`src/rtl/load_store_unit_if.sv`:
```
// Data-bus handshake bundle between the load/store unit (master) and the memory slave.
interface load_store_unit_if;
  logic        bus_valid;
  logic        bus_we;
  logic [31:0] bus_addr;
  logic [3:0]  bus_be;
  logic [31:0] bus_wdata;
  logic        bus_ready;
  logic [31:0] bus_rdata;

  modport master (
    output bus_valid, bus_we, bus_addr, bus_be, bus_wdata,
    input  bus_ready, bus_rdata
  );

  modport slave (
    input  bus_valid, bus_we, bus_addr, bus_be, bus_wdata,
    output bus_ready, bus_rdata
  );
endinterface

```
`src/rtl/load_store_unit.sv`:
```
// Memory-access stage: runs one valid/ready bus transaction per load/store,
// stalls the datapath while it is outstanding and returns the extended load word.
module load_store_unit #(
  parameter int unsigned TIMEOUT = 255
) (
  input  logic        clk,
  input  logic        reset,
  input  logic        memread,
  input  logic        memwrite,
  input  logic [1:0]  size,
  input  logic        unsignedload,
  input  logic [31:0] addr,
  input  logic [31:0] writedata,
  output logic [31:0] readdata,
  output logic        stall,
  output logic        misaligned,
  output logic [1:0]  errflags,
  load_store_unit_if.master bus
);

  localparam int unsigned CNT_W = 8;
  localparam logic [CNT_W-1:0] CNT_LAST = CNT_W'(TIMEOUT - 1);

  typedef enum logic [1:0] {
    S_IDLE = 2'd0,
    S_REQ  = 2'd1,
    S_DONE = 2'd2
  } state_t;

  state_t           r_state;
  logic [CNT_W-1:0] r_cnt;
  logic             r_bus_valid;
  logic             r_bus_we;
  logic [31:0]      r_bus_addr;
  logic [3:0]       r_bus_be;
  logic [31:0]      r_bus_wdata;
  logic [1:0]       r_size;
  logic             r_uns;
  logic [1:0]       r_off;
  logic [31:0]      r_readdata;
  logic [1:0]       r_errflags;

  logic        w_req;
  logic        w_mis;
  logic        w_start;
  logic [3:0]  w_be;
  logic [31:0] w_wdata;
  logic [7:0]  w_byte;
  logic [15:0] w_half;
  logic [31:0] w_load;

  // Request decode; size 11 behaves as a word access.
  assign w_req      = memread | memwrite;
  assign w_mis      = ((size == 2'b01) & addr[0]) | (size[1] & (addr[1:0] != 2'b00));
  assign misaligned = (r_state == S_IDLE) & w_req & w_mis;
  assign w_start    = (r_state == S_IDLE) & w_req & ~w_mis;
  assign stall      = w_start | (r_state == S_REQ);

  always_comb begin
    w_be    = 4'b1111;
    w_wdata = writedata;
    case (size)
      2'b00: begin
        w_be    = 4'b0001 << addr[1:0];
        w_wdata = {4{writedata[7:0]}};
      end
      2'b01: begin
        w_be    = 4'b0011 << {addr[1], 1'b0};
        w_wdata = {2{writedata[15:0]}};
      end
      default: ;
    endcase
  end

  // Lane extraction uses the format latched at request time, not the live inputs.
  always_comb begin
    w_byte = bus.bus_rdata[7:0];
    case (r_off)
      2'd1:    w_byte = bus.bus_rdata[15:8];
      2'd2:    w_byte = bus.bus_rdata[23:16];
      2'd3:    w_byte = bus.bus_rdata[31:24];
      default: w_byte = bus.bus_rdata[7:0];
    endcase
    w_half = r_off[1] ? bus.bus_rdata[31:16] : bus.bus_rdata[15:0];
    w_load = bus.bus_rdata;
    case (r_size)
      2'b00:   w_load = {{24{w_byte[7] & ~r_uns}}, w_byte};
      2'b01:   w_load = {{16{w_half[15] & ~r_uns}}, w_half};
      default: w_load = bus.bus_rdata;
    endcase
  end

  always_ff @(posedge clk or negedge reset) begin
    if (!reset) begin
      r_state     <= S_IDLE;
      r_cnt       <= '0;
      r_bus_valid <= 1'b0;
      r_bus_we    <= 1'b0;
      r_bus_addr  <= '0;
      r_bus_be    <= '0;
      r_bus_wdata <= '0;
      r_size      <= '0;
      r_uns       <= 1'b0;
      r_off       <= '0;
      r_readdata  <= '0;
      r_errflags  <= '0;
    end else begin
      case (r_state)
        S_IDLE: begin
          if (misaligned) r_errflags[0] <= 1'b1;
          if (w_start) begin
            r_bus_valid <= 1'b1;
            r_bus_we    <= memwrite;
            r_bus_addr  <= {addr[31:2], 2'b00};
            r_bus_be    <= w_be;
            r_bus_wdata <= w_wdata;
            r_size      <= size;
            r_uns       <= unsignedload;
            r_off       <= addr[1:0];
            r_cnt       <= '0;
            r_state     <= S_REQ;
          end
        end
        S_REQ: begin
          // A ready on the final allowed cycle still completes the access.
          if (bus.bus_ready) begin
            r_bus_valid <= 1'b0;
            r_readdata  <= r_bus_we ? 32'd0 : w_load;
            r_state     <= S_DONE;
          end else if (r_cnt == CNT_LAST) begin
            r_bus_valid   <= 1'b0;
            r_errflags[1] <= 1'b1;
            r_readdata    <= 32'd0;
            r_state       <= S_DONE;
          end else begin
            r_cnt <= r_cnt + CNT_W'(1);
          end
        end
        S_DONE: begin
          r_readdata <= 32'd0;
          r_cnt      <= '0;
          r_state    <= S_IDLE;
        end
        default: r_state <= S_IDLE;
      endcase
    end
  end

  assign readdata      = r_readdata;
  assign errflags      = r_errflags;
  assign bus.bus_valid = r_bus_valid;
  assign bus.bus_we    = r_bus_we;
  assign bus.bus_addr  = r_bus_addr;
  assign bus.bus_be    = r_bus_be;
  assign bus.bus_wdata = r_bus_wdata;

endmodule

```
`src/flat_wrapper.sv`:
```
// flat-port wrapper written by rule: the top's interface ports become plain ports
module load_store_unit_flat 
#(
  parameter int unsigned TIMEOUT = 255
)
  (clk, reset, memread, memwrite, size, unsignedload, addr, writedata, readdata, stall, misaligned, errflags, bus_bus_valid, bus_bus_we, bus_bus_addr, bus_bus_be, bus_bus_wdata, bus_bus_ready, bus_bus_rdata);
  load_store_unit_if bus_i ();
  input  logic clk;
  input  logic reset;
  input  logic memread;
  input  logic memwrite;
  input  logic [1:0] size;
  input  logic unsignedload;
  input  logic [31:0] addr;
  input  logic [31:0] writedata;
  output logic [31:0] readdata;
  output logic stall;
  output logic misaligned;
  output logic [1:0] errflags;
  output wire logic [$bits(bus_i.bus_valid)-1:0] bus_bus_valid;
  output wire logic [$bits(bus_i.bus_we)-1:0] bus_bus_we;
  output wire logic [$bits(bus_i.bus_addr)-1:0] bus_bus_addr;
  output wire logic [$bits(bus_i.bus_be)-1:0] bus_bus_be;
  output wire logic [$bits(bus_i.bus_wdata)-1:0] bus_bus_wdata;
  input wire logic [$bits(bus_i.bus_ready)-1:0] bus_bus_ready;
  input wire logic [$bits(bus_i.bus_rdata)-1:0] bus_bus_rdata;
  assign bus_bus_valid = bus_i.bus_valid;
  assign bus_bus_we = bus_i.bus_we;
  assign bus_bus_addr = bus_i.bus_addr;
  assign bus_bus_be = bus_i.bus_be;
  assign bus_bus_wdata = bus_i.bus_wdata;
  assign bus_i.bus_ready = bus_bus_ready;
  assign bus_i.bus_rdata = bus_bus_rdata;
  load_store_unit #(.TIMEOUT(TIMEOUT)) u_core (.clk(clk), .reset(reset), .memread(memread), .memwrite(memwrite), .size(size), .unsignedload(unsignedload), .addr(addr), .writedata(writedata), .readdata(readdata), .stall(stall), .misaligned(misaligned), .errflags(errflags), .bus(bus_i));
endmodule
```
`config.mk`:
```
export PLATFORM = sky130hd
export DESIGN_NAME = load_store_unit_flat
export DESIGN_NICKNAME = d
export VERILOG_FILES = /design/src/rtl/load_store_unit_if.sv /design/src/rtl/load_store_unit.sv /design/src/flat_wrapper.sv
export SDC_FILE = /design/constraint.sdc
export NUM_CORES = 1
export LEC_CHECK = 0
export CORE_ASPECT_RATIO = 0.5
export CORE_MARGIN = 5
export CORE_UTILIZATION = 48
export DETAILED_ROUTE_END_ITERATION = 10
export PLACE_DENSITY = 0.92
export SYNTH_ARGS = -nofsm -noshare
export SYNTH_HDL_FRONTEND = slang
export SYNTH_SLANG_ARGS = --single-unit
export TNS_END_PERCENT = 30
```
`constraint.sdc`:
```
create_clock -name clk -period 3.7 [get_ports clk]
set_input_delay 0.925 -clock clk [delete_from_list [all_inputs] [get_ports clk]]
set_output_delay 0.925 -clock clk [all_outputs]
set_load 0.01 [all_outputs]
```
# ---- After elaboration in Yosys (flattened, before gate mapping)
# Cells that the tools add are included.
dict set report word_totals {
  register_bits 117
  input_bits 104
  out_inout_bits 106
  word_cells 76
}
dict set report op_classes {
  add_sub_neg 1
  n_eq_ne 12
  n_shift 2
  mux 21
  n_bitwise 13
  n_reduce_logical 14
}
# op count
set ops {}
lappend ops {{one-hot mux 32 bit (2 select lines)} 3}
lappend ops {{2-to-1 mux 32 bit} 3}
lappend ops {{one-hot mux 8 bit (3 select lines)} 2}
lappend ops {{2-to-1 mux 8 bit} 3}
lappend ops {{2-to-1 mux 16 bit} 1}
lappend ops {{adder 8 x 1 -> 8 bit (second input constant)} 1}
lappend ops {{equality test 2 x 1 -> 1 bit (second input constant)} 4}
lappend ops {{equality test 8 bit (second input constant)} 1}
lappend ops {{one-hot mux 4 bit (2 select lines)} 1}
lappend ops {{AND reduction 2 bit} 4}
lappend ops {{bitwise AND 1 bit} 7}
lappend ops {{equality test 2 bit (second input constant)} 3}
lappend ops {{logical NOT 2 bit} 3}
lappend ops {{2-to-1 mux 2 bit} 3}
lappend ops {{AND reduction 3 bit} 2}
lappend ops {{nonzero test 2 bit} 3}
lappend ops {{inequality test 2 bit (second input constant)} 2}
lappend ops {{one-hot mux 2 bit (2 select lines)} 1}
lappend ops {{AND reduction 4 bit} 1}
lappend ops {{<< shifter 1 x 2 -> 4 bit (first input constant)} 1}
lappend ops {{<< shifter 2 x 2 -> 4 bit (first input constant)} 1}
lappend ops {{2-to-1 mux 1 bit} 3}
lappend ops {{inequality test 3 bit (second input constant)} 1}
lappend ops {{NOT 1 bit} 3}
lappend ops {{other kinds (4)} 6}

# ---- Longest topological paths before layout
dict set report depth {
  depth_word 7
  mapped_depth 8
  depth_no_buf 6
}

# ---- Worst setup path after synthesis
# No wires, ideal clock.
dict set report synth_timing {
  kind {in2out}
  from {input port addr[0]}
  to {output port stall}
  arrival_time_ns 2.161
  setup_slack_ns 0.614
  stages 6
  n_path_buf 3
  path_cell_list {clkbuf_1 -> and2_1 -> buf_2 -> nor4_4 -> buf_2 -> nand2b_1}
}
dict set report synth_via {
  elab_chain_cells 6
}
# element line_no
set synth_lines {}
lappend synth_lines {{start, declared} flat_wrapper.sv:14} ;# input logic [31:0] addr;
lappend synth_lines {{nonzero test 2 bit} load_store_unit.sv:54} ;# assign w_mis = ((size == 2'b01) & addr[0]) | (size[1] & (addr[1:0] != 2'b00));
lappend synth_lines {{bitwise AND 1 bit} load_store_unit.sv:54}
lappend synth_lines {{bitwise OR 1 bit *} load_store_unit.sv:54}
lappend synth_lines {{NOT 1 bit *} load_store_unit.sv:56} ;# assign w_start = (r_state == S_IDLE) & w_req & ~w_mis;
lappend synth_lines {{bitwise AND 1 bit *} load_store_unit.sv:56}
lappend synth_lines {{bitwise OR 1 bit *} load_store_unit.sv:57} ;# assign stall = w_start | (r_state == S_REQ);
lappend synth_lines {{end, declared} flat_wrapper.sv:17} ;# output logic stall;
# Mark *: on every way between the ends. The rest lies on a longest branch, timed or not.

# ---- Worst setup path after layout
# Same ends and word-level chain as after synthesis.

==> impl_metrics.json <==
{
  "cts_buffers": 17,
  "num_vias": 4673,
  "placed_cells": 793,
  "areaGrowthSynthToFinish_pct": 51.4,
  "cts_tree": "done",
  "grt_remaining_overflow": 0,
  "cpMaxStageDelayCell": "clkdlybuf4s50_1",
  "seq_power_share_pct": 33.7,
  "clock_sinks": 117,
  "fin_crit_sh_pct": 97.6,
  "internal-power_mw": 4.40,
  "timing.final.max_slew_violations": 0,
  "ctsResizeCount": 0,
  "hp-class": "register to register",
  "power_density_mw_per_mm2": 770,
  "most-common-layout-cells": "clkdlybuf4s50_1, dfrtp_1, mux2_2",
  "crit_fanout": 3,
  "whs_path_depth": 1,
  "core_region_area_mm2": 0.0111,
  "vias_per_cell": 5.66,
  "antenna_cells": 0,
  "worstPathCellList": "clkdlybuf4s50_1 -> o21a_1 -> nor4_4 -> nand2b_1 -> clkdlybuf4s50_1",
  "setup_viol": 0,
  "die-area_mm2": 0.0138,
  "combPwrFrac_pct": 38.4,
  "start_kind": "primary input",
  "cp.required_ps": 2770,
  "clockPowerShare_pct": 27.9,
  "drv_cap": 0,
  "die_width_um": 161,
  "final_common_cell": "clkdlybuf4s50_1",
  "crit_arrival_ps": 2690,
  "slew-limit-headroom_pct": 32.9,
  "period_needed_ps": 3610,
  "utilization_pct": 74.9,
  "grt_max_degree": 88,
  "grt_pass1_vias": 5003,
  "tightest_slew_ps": 1000,
  "cts-root-buf": "clkbuf_16",
  "layoutNonFillerInstCount": 825,
  "dp_hpwl_um": 11500,
  "grt_usage_pct": 24.6,
  "synthArstFlopShare_pct": 100,
  "ys_seq_area_share_pct": 53.4,
  "ys_ff_latch": 117,
  "initialDrtViolationCount": 280,
  "post_cts_buffers": 0,
  "io_pins": 210,
  "yosysWarningCount": 0,
  "r2r_cells": 7,
  "finalHoldViolations": 0,
  "swShare_pct": 31.1,
  "drive_gt1_share_pct": 16.2,
  "syn_area_mm2": 0.00548,
  "start_util_pct": 49.4,
  "run_status": "completed",
  "totalWireLength_um": 16900,
  "grt_pass1_wl_um": 27000,
  "worstSetupPathType": "primary input to output pin",
  "p_switching_mw": 1.99,
  "synth-main-ff-cell": "dfrtp_1",
  "synthCells": 461,
  "worstSkewPairLatency_ps": 410,
  "nets": 773,
  "post_drt_wl_per_cell_um": 20.5,
  "htreeDepth": 4,
  "max_stage_delay_ps": 550,
  "rsz0062_at_grt": "no",
  "rows": 27,
  "ys_types": 50,
  "leakagePower_nw": 3.48,
  "die_y_um": 85.5,
  "peakVddDrop_mv": 0.412,
  "fmax_ghz": 0.277,
  "drc": 0,
  "cts_hold_buf": 0,
  "ant_nets": 0,
  "fin_tns_setup_ps": 0,
  "end_kind": "output pin",
  "clk_path_buf_depth": 2,
  "gp_congestion": 0.872,
  "port_buffers": 207,
  "syn_avg_cell_area_um2": 11.9,
  "skew_ps": 8.11,
  "critPathMostFrequentCell": "clkdlybuf4s50_1",
  "first_pass_iters": 4,
  "synth_edf_count": 0,
  "clk_pin_slew_ps": 60,
  "antenna_found_initial": 0,
  "holdWs_ps": 477
}
-- layout make-up --
| class | count | area [um^2] |
|---|---|---|
| timing repair buffer | 218 | 2160 |
| multi-input combinational | 310 | 2370 |
| sequential | 117 | 2930 |
| clock buffer | 23 | 488 |
| clock inverter | 9 | 148 |
| fill | 703 | 2790 |
| inverter | 3 | 11.3 |
| tap | 145 | 181 |
-- Yosys cell counts, types with 2 or more instances --
cell       instances  area share [%]
dfrtp_1          117              53
xnor2_1            2            0.32
o21ai_0           24             2.2
buf_2              5            0.46
nand2b_1          22             2.5
ha_1               2            0.46
nand3_1            4            0.37
mux2i_1           36             6.6
buf_1              3            0.21
a21oi_1           20             1.8
inv_1              3            0.21
mux2_2            58              12
nand2_1           29             2.0
o2bb2ai_1          7             1.1
a32o_1             8             1.5
nor2b_1            8            0.91
a31oi_1            2            0.23
clkbuf_1          13            0.89
o211ai_1           2            0.27
buf_4              9             1.2
and3_1             2            0.23
or2_2              3            0.34
a221o_1           16             2.9
o21a_1             3            0.41
mux2_1             2            0.41
nor3_1             3            0.27
and2_1             3            0.34
nand3b_1           2            0.27
nor2_1            31             2.1
nor4_1             2            0.23
-- power by group through the flow --
stage	logic (mW)	registers (mW)	clock network [mW]
floorplan	0.901	2.29	0
global placement	2.38	2.11	0
detailed placement	2.43	2.15	0
CTS	2.47	2.15	1.80
global route	2.61	2.21	1.87
finish	2.45	2.15	1.78
-- final timing paths --
check,start,end,slack (ps)
worst max-delay path,addr[0],stall,90
worst min-delay path,u_core.errflags[1],u_core.errflags[1],480
worst max register to register,u_core.r_cnt[0],u_core.readdata[5],1250
worst min register to register,u_core.errflags[1],u_core.errflags[1],480
max in group asynchronous,reset,u_core.readdata[14],2300
min in group asynchronous,reset,u_core.bus.bus_wdata[5],610
-- critical path, delay by kind of cell --
family	cells	cell delay [ps]
AOI/OAI and AO/OA	1	280
buffers and inverters	2	1030
and+or+nand+nor	2	460
-- metal layers --
metal	share of wire [%]	global-route usage, %	vias up	wire (um)
li1	-	-	2085	-
met1	40	30.0	2348	6730
met2	51	42.2	183	8620
met3	5.2	5.57	57	879
met4	4.0	11.7	0	684
met5	0	0	-	0
-- metrics by stage --
| step | worst slack, ps | cell area (um^2) | power (mW) |
|---|---|---|---|
| final | 87.8 | 8290 | 6.39 |
| after global routing | 44.5 | 8290 | 6.69 |
| after CTS | 92.3 | 8290 | 6.41 |
| after detailed placement | 126 | 7660 | 4.58 |
| after global placement | 162 | 7660 | 4.49 |
| after floorplan | 614 | 5480 | 3.19 |
-- sequential cells by signal, indices dropped and copies added, names as in the netlist --
register / flops
u_core.r_uns: 1
u_core.readdata: 32
u_core.r_cnt: 8
u_core.r_size: 2
u_core.bus.bus_valid: 1
u_core.errflags: 2
u_core.bus.bus_be: 4
u_core.bus.bus_addr: 30
u_core.bus.bus_we: 1
u_core.r_off: 2
u_core.r_state: 2
u_core.bus.bus_wdata: 32
-- logic make-up after synthesis --
kind of cell               Yosys count  synth area share (%)
DFF                                117                  53.4
other                                1                0.0685
buffers and inverters               35                  3.29
muxes                               97                  19.3
and+or+nand+nor                    116                  11.3
AOI/OAI and AO/OA                   91                  11.8
xor gates and xnor gates             2                 0.320
adders and majority gates            2                 0.457
(Power assumes the default switching activity.)
